[config.mk]
export PLATFORM = sky130hd
export DESIGN_NAME = score_render
export DESIGN_NICKNAME = d
export VERILOG_FILES = /design/src/rtl/score_render_pkg.sv /design/src/rtl/score_glyph_rom.sv /design/src/rtl/score_render.sv
export SDC_FILE = /design/constraint.sdc
export NUM_CORES = 1
export LEC_CHECK = 0
export ABC_CLOCK_PERIOD_IN_PS = 36600
export BUFFER_PORTS_ARGS = -buffer_cell sky130_fd_sc_hd__buf_2
export CAP_MARGIN = 20
export CORE_MARGIN = 4
export CORE_UTILIZATION = 35
export DETAILED_ROUTE_END_ITERATION = 10
export PLACE_DENSITY = 0.51
export SYNTH_ARGS = -nofsm -noshare
export SYNTH_HDL_FRONTEND = slang
export SYNTH_SLANG_ARGS = --single-unit
export TNS_END_PERCENT = 5
[constraint.sdc]
create_clock -name clk -period 36.6 [get_ports clk]
set_input_delay 7.32 -clock clk [delete_from_list [all_inputs] [get_ports clk]]
set_output_delay 7.32 -clock clk [all_outputs]
set_load 0.1 [all_outputs]
[src/rtl/score_render_pkg.sv]
// score_render_pkg: shared FSM state, BCD nibble type and decimal power helper
package score_render_pkg;
   typedef enum logic [1:0] {IDLE, CONV, PEND} state_t;
   typedef logic [3:0] bcd_t;
   function automatic longint pow10(input int n);
      longint p = 1;
      for (int i = 0; i < n; i++) p = p * 10;
      return p;
   endfunction
endpackage

[src/rtl/score_glyph_rom.sv]
// score_glyph_rom: 10-glyph seven-segment bitmap ROM, synchronous read with one-cycle latency
module score_glyph_rom #(
   parameter int DIGIT_W = 60,
   parameter int DIGIT_H = 60,
   parameter int AW = 16
) (
   input  logic          clk,
   input  logic [AW-1:0] addr,
   output logic          data
);
   localparam int T = DIGIT_H / 10 > 0 ? DIGIT_H / 10 : 1;
   localparam logic [6:0] SEG [10] = '{7'h3F, 7'h06, 7'h5B, 7'h4F, 7'h66, 7'h6D, 7'h7D, 7'h07, 7'h7F, 7'h6F};
   function automatic logic glyph_bit(input int a);
      int g, r, c;
      logic [6:0] s;
      g = a / (DIGIT_W * DIGIT_H);
      r = (a % (DIGIT_W * DIGIT_H)) / DIGIT_W;
      c = a % DIGIT_W;
      s = {r >= DIGIT_H / 2 - T / 2 && r < DIGIT_H / 2 - T / 2 + T,
           c < T && r < DIGIT_H / 2,
           c < T && r >= DIGIT_H / 2,
           r >= DIGIT_H - T,
           c >= DIGIT_W - T && r >= DIGIT_H / 2,
           c >= DIGIT_W - T && r < DIGIT_H / 2,
           r < T};
      return g < 10 ? |(SEG[4'(g)] & s) : 1'b0;
   endfunction
   always_ff @(posedge clk) data <= glyph_bit(int'(addr));
endmodule

[src/rtl/score_render.sv]
// score_render: binary score to BCD via double-dabble, frame-synchronous commit, pipelined digit-strip pixel renderer
module score_render
   import score_render_pkg::*;
#(
   parameter int NUM_DIGITS = 4,
   parameter int BIN_W = 16,
   parameter int DIGIT_W = 60,
   parameter int DIGIT_H = 60,
   parameter int X0 = 40,
   parameter int Y0 = 360,
   parameter int LZ_BLANK = 1,
   parameter int COMMIT_ON_FRAME = 1
) (
   input  logic             clk,
   input  logic             rst,
   input  logic [BIN_W-1:0] score,
   input  logic             score_valid,
   output logic             score_ready,
   input  logic             frame_start,
   input  logic [10:0]      col_addr_sig,
   input  logic [10:0]      row_addr_sig,
   output logic             pixel_on,
   output logic             in_region,
   output logic             overflow
);
   localparam int DW = NUM_DIGITS * 4;
   localparam longint MAXV = pow10(NUM_DIGITS) - 1;
   localparam int AW = $clog2(10 * DIGIT_W * DIGIT_H);
   localparam int CW = $clog2(BIN_W + 1);
   state_t state, state_nx;
   logic [BIN_W-1:0] bin, score_sat;
   logic [DW-1:0] bcd, bcd_adj, disp;
   logic [CW-1:0] cnt;
   logic ovf_p, disp_ovf, capture, commit, sat;
   int rc, rr, idx;
   logic z, hit, blank, s1_hit, s1_blank, s2_hit, s2_blank, rom_bit;
   logic [NUM_DIGITS-1:0] lz;
   bcd_t glyph, nib;
   logic [AW-1:0] addr_c, s1_addr;
   assign score_ready = state == IDLE && !rst;
   assign capture = score_valid && score_ready;
   assign commit = state == PEND && (COMMIT_ON_FRAME == 0 || frame_start);
   assign sat = 64'(score) > 64'(MAXV);
   assign score_sat = sat ? BIN_W'(MAXV) : score;
   assign state_nx = state == IDLE ? (capture ? CONV : IDLE) :
                     state == CONV ? (cnt == CW'(BIN_W - 1) ? PEND : CONV) :
                     (commit ? IDLE : PEND);
   always_comb begin
      bcd_adj = bcd;
      nib = '0;
      for (int i = 0; i < NUM_DIGITS; i++) begin
         nib = bcd[i*4 +: 4];
         bcd_adj[i*4 +: 4] = nib >= 4'd5 ? nib + 4'd3 : nib;
      end
   end
   always_ff @(posedge clk) begin
      if (rst) begin
         state <= IDLE;
         bin <= '0;
         bcd <= '0;
         cnt <= '0;
         ovf_p <= 1'b0;
         disp <= '0;
         disp_ovf <= 1'b0;
      end else begin
         state <= state_nx;
         if (capture) begin
            bin <= score_sat;
            bcd <= '0;
            cnt <= '0;
            ovf_p <= sat;
         end else if (state == CONV) begin
            {bcd, bin} <= {bcd_adj, bin} << 1;
            cnt <= cnt + CW'(1);
         end
         if (commit) begin
            disp <= bcd;
            disp_ovf <= ovf_p;
         end
      end
   end
   // lz[k] is set when digit k and every digit to its left are zero
   always_comb begin
      rc = int'(col_addr_sig) - X0;
      rr = int'(row_addr_sig) - Y0;
      hit = 1'b0;
      idx = 0;
      z = 1'b1;
      lz = '0;
      for (int k = 0; k < NUM_DIGITS; k++) begin
         z = z && disp[(NUM_DIGITS-1-k)*4 +: 4] == 4'd0;
         lz[k] = z;
         if (rr >= 0 && rr < DIGIT_H && rc >= k * DIGIT_W && rc < (k + 1) * DIGIT_W) begin
            hit = 1'b1;
            idx = k;
         end
      end
      glyph = disp[(NUM_DIGITS-1-idx)*4 +: 4];
      blank = LZ_BLANK != 0 && idx != NUM_DIGITS - 1 && lz[idx];
      addr_c = AW'(int'(glyph) * DIGIT_W * DIGIT_H + rr * DIGIT_W + rc - idx * DIGIT_W);
   end
   always_ff @(posedge clk) begin
      if (rst) begin
         s1_hit <= 1'b0;
         s1_blank <= 1'b0;
         s1_addr <= '0;
         s2_hit <= 1'b0;
         s2_blank <= 1'b0;
      end else begin
         s1_hit <= hit;
         s1_blank <= blank;
         s1_addr <= addr_c;
         s2_hit <= s1_hit;
         s2_blank <= s1_blank;
      end
   end
   score_glyph_rom #(.DIGIT_W(DIGIT_W), .DIGIT_H(DIGIT_H), .AW(AW)) u_rom (
      .clk (clk),
      .addr(s1_addr),
      .data(rom_bit)
   );
   assign pixel_on = rom_bit && s2_hit && !s2_blank;
   assign in_region = s2_hit;
   assign overflow = disp_ovf;
endmodule

* Yosys cells after proc, flatten, opt, wreduce, memory -nomap -nowiden
Memory sizes are Yosys's and may differ from the RTL's.
Index checks and enable logic that the tools add are counted.
** Operators by class
- Shift-type cells :: 1
- Reductions and logical operators :: 33
- Add/subtract/negate cells :: 11
- Order comparisons :: 26
- Multiplexer cells :: 24
- Multiply operators :: 4
- Divide/modulo/power cells :: 4
- Bitwise gates (word level) :: 2
- Equal/unequal tests :: 4
** Operator list (count)
- 32-bit by 4-bit less-than comparator with 1-bit output (second input constant) :: 3
- 32-bit by 6-bit greater-or-equal comparator with 1-bit output (second input constant) :: 2
- 32-bit by 7-bit greater-or-equal comparator with 1-bit output (second input constant) :: 2
- 32-bit two-way mux :: 2
- 16-bit two-way mux :: 3
- 17-bit by 13-bit divider with 32-bit output (second input constant) :: 1
- 32-bit by 7-bit divider with 32-bit output (second input constant) :: 1
- 32-bit by 5-bit less-than comparator with 1-bit output (second input constant) :: 1
- 32-bit by 6-bit less-than comparator with 1-bit output (second input constant) :: 1
- 32-bit by 7-bit less-than comparator with 1-bit output (second input constant) :: 1
- 17-bit by 13-bit remainder unit with 32-bit output (second input constant) :: 1
- 17-bit by 7-bit remainder unit with 32-bit output (second input constant) :: 1
- 32-bit by 5-bit multiplier with 14-bit output (second input constant) :: 1
- 32-bit by 3-bit inequality test with 1-bit output (second input constant) :: 1
- 16-bit by 32-bit variable part select with 4-bit output :: 1
- 3-bit by 30-bit subtractor with 30-bit output (first input constant) :: 1
- 12-bit by 1-bit greater-or-equal comparator with 1-bit output (second input constant) :: 2
- 12-bit by 7-bit less-than comparator with 1-bit output (second input constant) :: 2
- 12-bit by 9-bit less-than comparator with 1-bit output (second input constant) :: 2
- 1-bit logical AND :: 23
- 16-bit by 12-bit adder with 16-bit output :: 1
- 16-bit adder :: 1
- 4-bit by 3-bit greater-or-equal comparator with 1-bit output (second input constant) :: 4
- 16-bit by 14-bit greater-than comparator with 1-bit output (second input constant) :: 1
- other kinds (31) :: 50
** Storage, ports and cells
- Latch bits :: 0
- Output and inout port bits :: 4
- Memory bits (writable) :: 0
- Memories :: 1
- Memory bits (read-only) :: 112
- Bits of input ports :: 42
- Logic and storage cells :: 123
- Register bits after elaboration :: 78
** Memory list
- (name not given) :: words 16, width 7, rd ports 1, clocked after Yosys merged registers in 0, write ports 0, RTL line score_glyph_rom.sv:26 : return g < 10 ? |(SEG[4'(g)] & s) : 1'b0;

* Depth between registers and ports, before layout
- Word-level depth :: 15
- Gate-level depth with buffers :: 50
- Mapped depth without buffers :: 49

* Cells and area by module
From an unflattened synthesis, not the netlist that was laid out.
** Second synthesis, totals
- Cell total of the unflattened synthesis :: 1535
- Area, all modules :: 11896.4 µm²
** Modules (own cells, without submodules)
- score_render :: sequential area each 1541.5 µm², times used 1, cells each 841, area each 7109.3 µm²
- score_glyph_rom :: sequential area each 20.0 µm², times used 1, cells each 694, area each 4787.1 µm²

* Worst setup path after synthesis
OpenSTA, ideal clock, no wires.
- Path kind :: in2reg
- Start point :: input port row_addr_sig[3]
- End point :: register s1_addr[15]
- Arrival time :: 16.760 ns
- Data required time :: 36.472 ns
- Stages on the path :: 48
- Path slack :: 19.712 ns
- Path buffers :: 1
- Library setup time :: 0.128 ns
- Cells stage by stage :: inv_1 > ha_1 > nand3b_1 > nand2b_1 > nand2_1 > xor2_1 > inv_1 > ha_1 > nand2_1 > a21oi_1 > nor4_1 > a21o_1 > nand4_1 > or3_1 > clkbuf_1 > o21ai_0 > inv_1 > a22o_1 > [12 not listed] > ha_1 > inv_1 > o21ai_0 > a21oi_1 > o21bai_1 > a21oi_1 > xor2_1 > ha_1 > inv_1 > fa_1 > xnor2_1 > xnor2_1 > xnor2_1 > xor2_1 > xnor2_1 > xnor2_1 > xnor2_1 > nor2_1
** On the way
- Cells in the longest elaborated chain, start to end :: 15
- Elaborated cells on any way between the ends :: 22
- Classes of those cells :: 5 x add/sub; 4 x mul; 2 x order compare; 1 x shift; 3 x mux; 7 x reduce/logical
** Ends and longest elaborated chain
- start: declaration :: RTL line score_render.sv:21 : input logic [10:0] row_addr_sig,
- 11-bit by 9-bit subtractor with 12-bit output * :: RTL line score_render.sv:85 : rr = int'(row_addr_sig) - Y0;
- 12-bit by 1-bit greater-or-equal comparator with 1-bit output / 12-bit by 7-bit less-than comparator with 1-bit output (equally long branches) :: RTL line score_render.sv:93 : if (rr >= 0 && rr < DIGIT_H && rc >= k * DIGIT_W && rc < (k + 1) * DIGIT_W) begin
- 1-bit logical AND (3 in a row) :: RTL line score_render.sv:93
- 1-bit two-way mux :: RTL line score_render.sv:93
- 32-bit two-way mux (2 in a row) :: RTL line score_render.sv:93
- 3-bit by 30-bit subtractor with 30-bit output :: RTL line score_render.sv:98 : glyph = disp[(NUM_DIGITS-1-idx)*4 +: 4];
- 16-bit by 32-bit variable part select with 4-bit output :: RTL line score_render.sv:98
- 4-bit by 4-bit multiplier with 8-bit output :: RTL line score_render.sv:100 : addr_c = AW'(int'(glyph) * DIGIT_W * DIGIT_H + rr * DIGIT_W + rc - idx * DIGIT_W);
- 8-bit by 4-bit multiplier with 12-bit output :: RTL line score_render.sv:100
- 16-bit adder :: RTL line score_render.sv:100
- 16-bit by 12-bit adder with 16-bit output :: RTL line score_render.sv:100
- 16-bit subtractor * :: RTL line score_render.sv:100
- end signal: assignment :: RTL line score_render.sv:112 : s1_addr <= addr_c;
- end: declaration :: RTL line score_render.sv:39 : logic [AW-1:0] addr_c, s1_addr;
Every way passes the cells marked *; elsewhere a longest branch is shown, timed or not.
A chain may end at the register's enable or synchronous reset.

* Final worst setup path
Same ends and word-level chain as after synthesis.

==> flow_metrics.py <==
metrics = {
    "setup_path": {
        "r2r_start": "s1_addr[12]$_SDFF_PP0_",
        "cp-end-kind": "register",
        "path_buf_inv": 9,
        "slowest_delay_ns": 0.64,
        "startpoint_type": "input pin",
        "crit_required_ns": 36.81,
        "worstSetupStartpoint": "row_addr_sig[3]",
        "cp_max_fo": 8,
        "r2r_slack_ns": 26.90,
        "path_common_cell": "inv_1",
        "worst_ep_arrival_time_ns": 17.90,
        "cp_slowest_cell": "o21ai_1",
        "cp_top_family": "adder cells",
        "path_class": "input pin to register",
    },
    "clock_tree": {
        "root_buffer": "clkbuf_16",
        "cts_resized": 0,
        "cts_max_level": 3,
        "clkSinkCount": 78,
        "cts_tree": "built",
        "hold_buffers": 0,
        "path_clk_slew_ns": 0.06,
        "insertion_delay_ns": 0.34,
        "clock_path_buffers": 2,
        "post_cts_buffers": 0,
        "cts_buffers": 9,
    },
    "final_layout": {
        "drive_gt1_share_pct": 10.0,
        "areaGrowthSynthToFinish_pct": 7.82,
        "layout.nets": 1698,
        "n_antenna_cell": 0,
    },
    "timing": {
        "clock.fmax_mhz": 56.5,
        "tightest_slew_ns": 1.00,
        "finalClockSkew_ns": 0.00709,
        "slew_violations": 0,
        "post-route-period-util_pct": 48.3,
        "maxSlewHeadroom_pct": 33.0,
        "setup_violations": 0,
        "hold_viol_final": 0,
        "finalCriticalPeriod_ns": 17.69,
        "grt_setup_unrepaired": "no",
        "tns_ns": 0,
    },
    "synth": {
        "synth-seq-cells": 78,
        "synthesis.nets": 1689,
        "synthTopCellsByCount": "inv_1 (147), nand2_1 (145), a21oi_1 (122)",
        "synth_cell_types": 117,
        "async_flop_share_pct": 0,
        "synth_area_leader_cell": "dfxtp_1",
        "avgSynthCellArea_um2": 7.70,
        "yosys-top-cells-area": "dfxtp_1 (14%), ha_1 (11%), fa_1 (9.0%), xnor2_1 (5.5%), a21oi_1 (5.3%)",
        "yosys_warnings": 0,
        "netlist_instances": 1493,
        "syn_area_um2": 11500,
        "ys.flop_type": "dfxtp_1",
        "synth_top_area_share_pct": 13.6,
        "synth_most_common_cell": "inv_1",
        "synth_edf_count": 0,
        "yosysSeqAreaShare_pct": 13.6,
    },
    "grt": {
        "antenna_found_initial": 0,
        "grt_max_degree": 52,
        "grt_pass1_vias": 10193,
        "grt_pass1_wl_um": 48900,
        "overflow": 0,
        "globalRouteTotalUtil_pct": 15.8,
    },
    "place": {
        "io_buffers": 45,
        "place.detailed.hpwl_um": 22800,
        "gp_congestion": 0.872,
    },
    "route": {
        "wl_per_cell_um": 14.7,
        "routed_wl_um": 28700,
        "initialDrtViolationCount": 650,
        "first_pass_iters": 5,
        "antenna_left": 0,
        "vias": 10687,
        "via_per_inst": 5.48,
        "drc": 0,
    },
    "floorplanning": {
        "num_rows": 66,
        "start_util_pct": 35.4,
        "dieWidth_um": 189,
        "coreArea_um2": 32500,
        "die-area_um2": 35800,
        "ios": 46,
        "die_h_um": 189,
    },
    "flow_run": {
        "cap_violations": 0,
    },
    "min_path": {
        "worst_hold_path_type": "register to register",
        "hold_start": "s1_blank$_SDFF_PP0_",
    },
    "status": {
        "status": "finished, final reports clean",
    },
}
-- area by class of cell --
| cell class | count | area (µm²) |
|---|---|---|
| Clock buffer | 10 | 239 |
| Timing Repair Buffer | 53 | 289 |
| Multi-Input combinational cell | 1212 | 9140 |
| Inverter | 148 | 556 |
| Tap cell | 442 | 553 |
| Clock inverter | 6 | 67.6 |
| Sequential cell | 78 | 1560 |
| Fill cell | 3437 | 20100 |
-- metrics by stage --
step	util (%)	hold slack (ns)	setup WS (ns)	cells	instance area [µm²]
5_1_grt	38.2	0.468	18.03	1949	12400
4_1_cts	38.2	0.448	18.84	1948	12400
2_1_floorplan	-	0.414	19.71	1493	11500
3_3_place_gp	37.2	0.438	18.76	1932	12100
6_report	38.2	0.443	18.91	1949	12400
3_5_place_dp	37.2	0.434	18.52	1932	12100
-- per-layer routing --
metal	wire, µm	track usage [%]	share of wire [%]	vias to the layer above
met5	0	0	0	-
met4	284	3.03	0.99	0
met3	836	1.07	2.9	26
met2	14000	28.1	49	212
met1	13600	21.2	47	5050
li1	-	-	-	5399
-- state kept, by name (all words and copies together), names as in the netlist, 2 cells and up --
register  count
s1_addr      16
bcd          16
bin          16
cnt           5
state         2
disp         16
-- cell families after synthesis --
| family | after synthesis | share of synthesized area (%) |
|---|---|---|
| buf+inv | 203 | 7.02 |
| compound gates | 452 | 28.3 |
| fa+ha+maj | 156 | 20.3 |
| flops | 78 | 13.6 |
| xor+xnor | 100 | 7.68 |
| simple gates | 479 | 20.7 |
| mux | 25 | 2.46 |
-- placed cells by master, fill, tap and decap left out, types with 9 or more instances in the layout --
| cell type | count |
|---|---|
| a211oi_1 | 13 |
| a21o_1 | 18 |
| a21oi_1 | 122 |
| a311oi_1 | 9 |
| a31oi_1 | 13 |
| and2_1 | 17 |
| and3_1 | 11 |
| buf_2 | 45 |
| clkbuf_16 | 9 |
| dfxtp_1 | 78 |
| fa_1 | 52 |
| ha_1 | 102 |
| inv_1 | 147 |
| mux2_2 | 9 |
| mux2i_1 | 13 |
| nand2_1 | 145 |
| nand2b_1 | 17 |
| nand3_1 | 30 |
| nand4_1 | 14 |
| nor2_1 | 113 |
| nor3_1 | 48 |
| nor4_1 | 12 |
| o211ai_1 | 13 |
| o21ai_0 | 70 |
| o21ai_1 | 9 |
| o21bai_1 | 18 |
| o22ai_1 | 11 |
| o31ai_1 | 10 |
| or2_2 | 11 |
| or3_1 | 11 |
| xnor2_1 | 72 |
| xor2_1 | 27 |
-- worst paths after layout --
path	to	cells past startpoint
hold / removal	s2_blank$_SDFF_PP0_	1
setup reg to reg	u_rom.data$_SDFF_PN0_	29
hold reg to reg	s2_blank$_SDFF_PP0_	1
setup / recovery	s1_addr[15]$_SDFF_PP0_	48
Power is not shown: default switching activity piles up to over one toggle a cycle in this logic, so the estimate is an artifact.
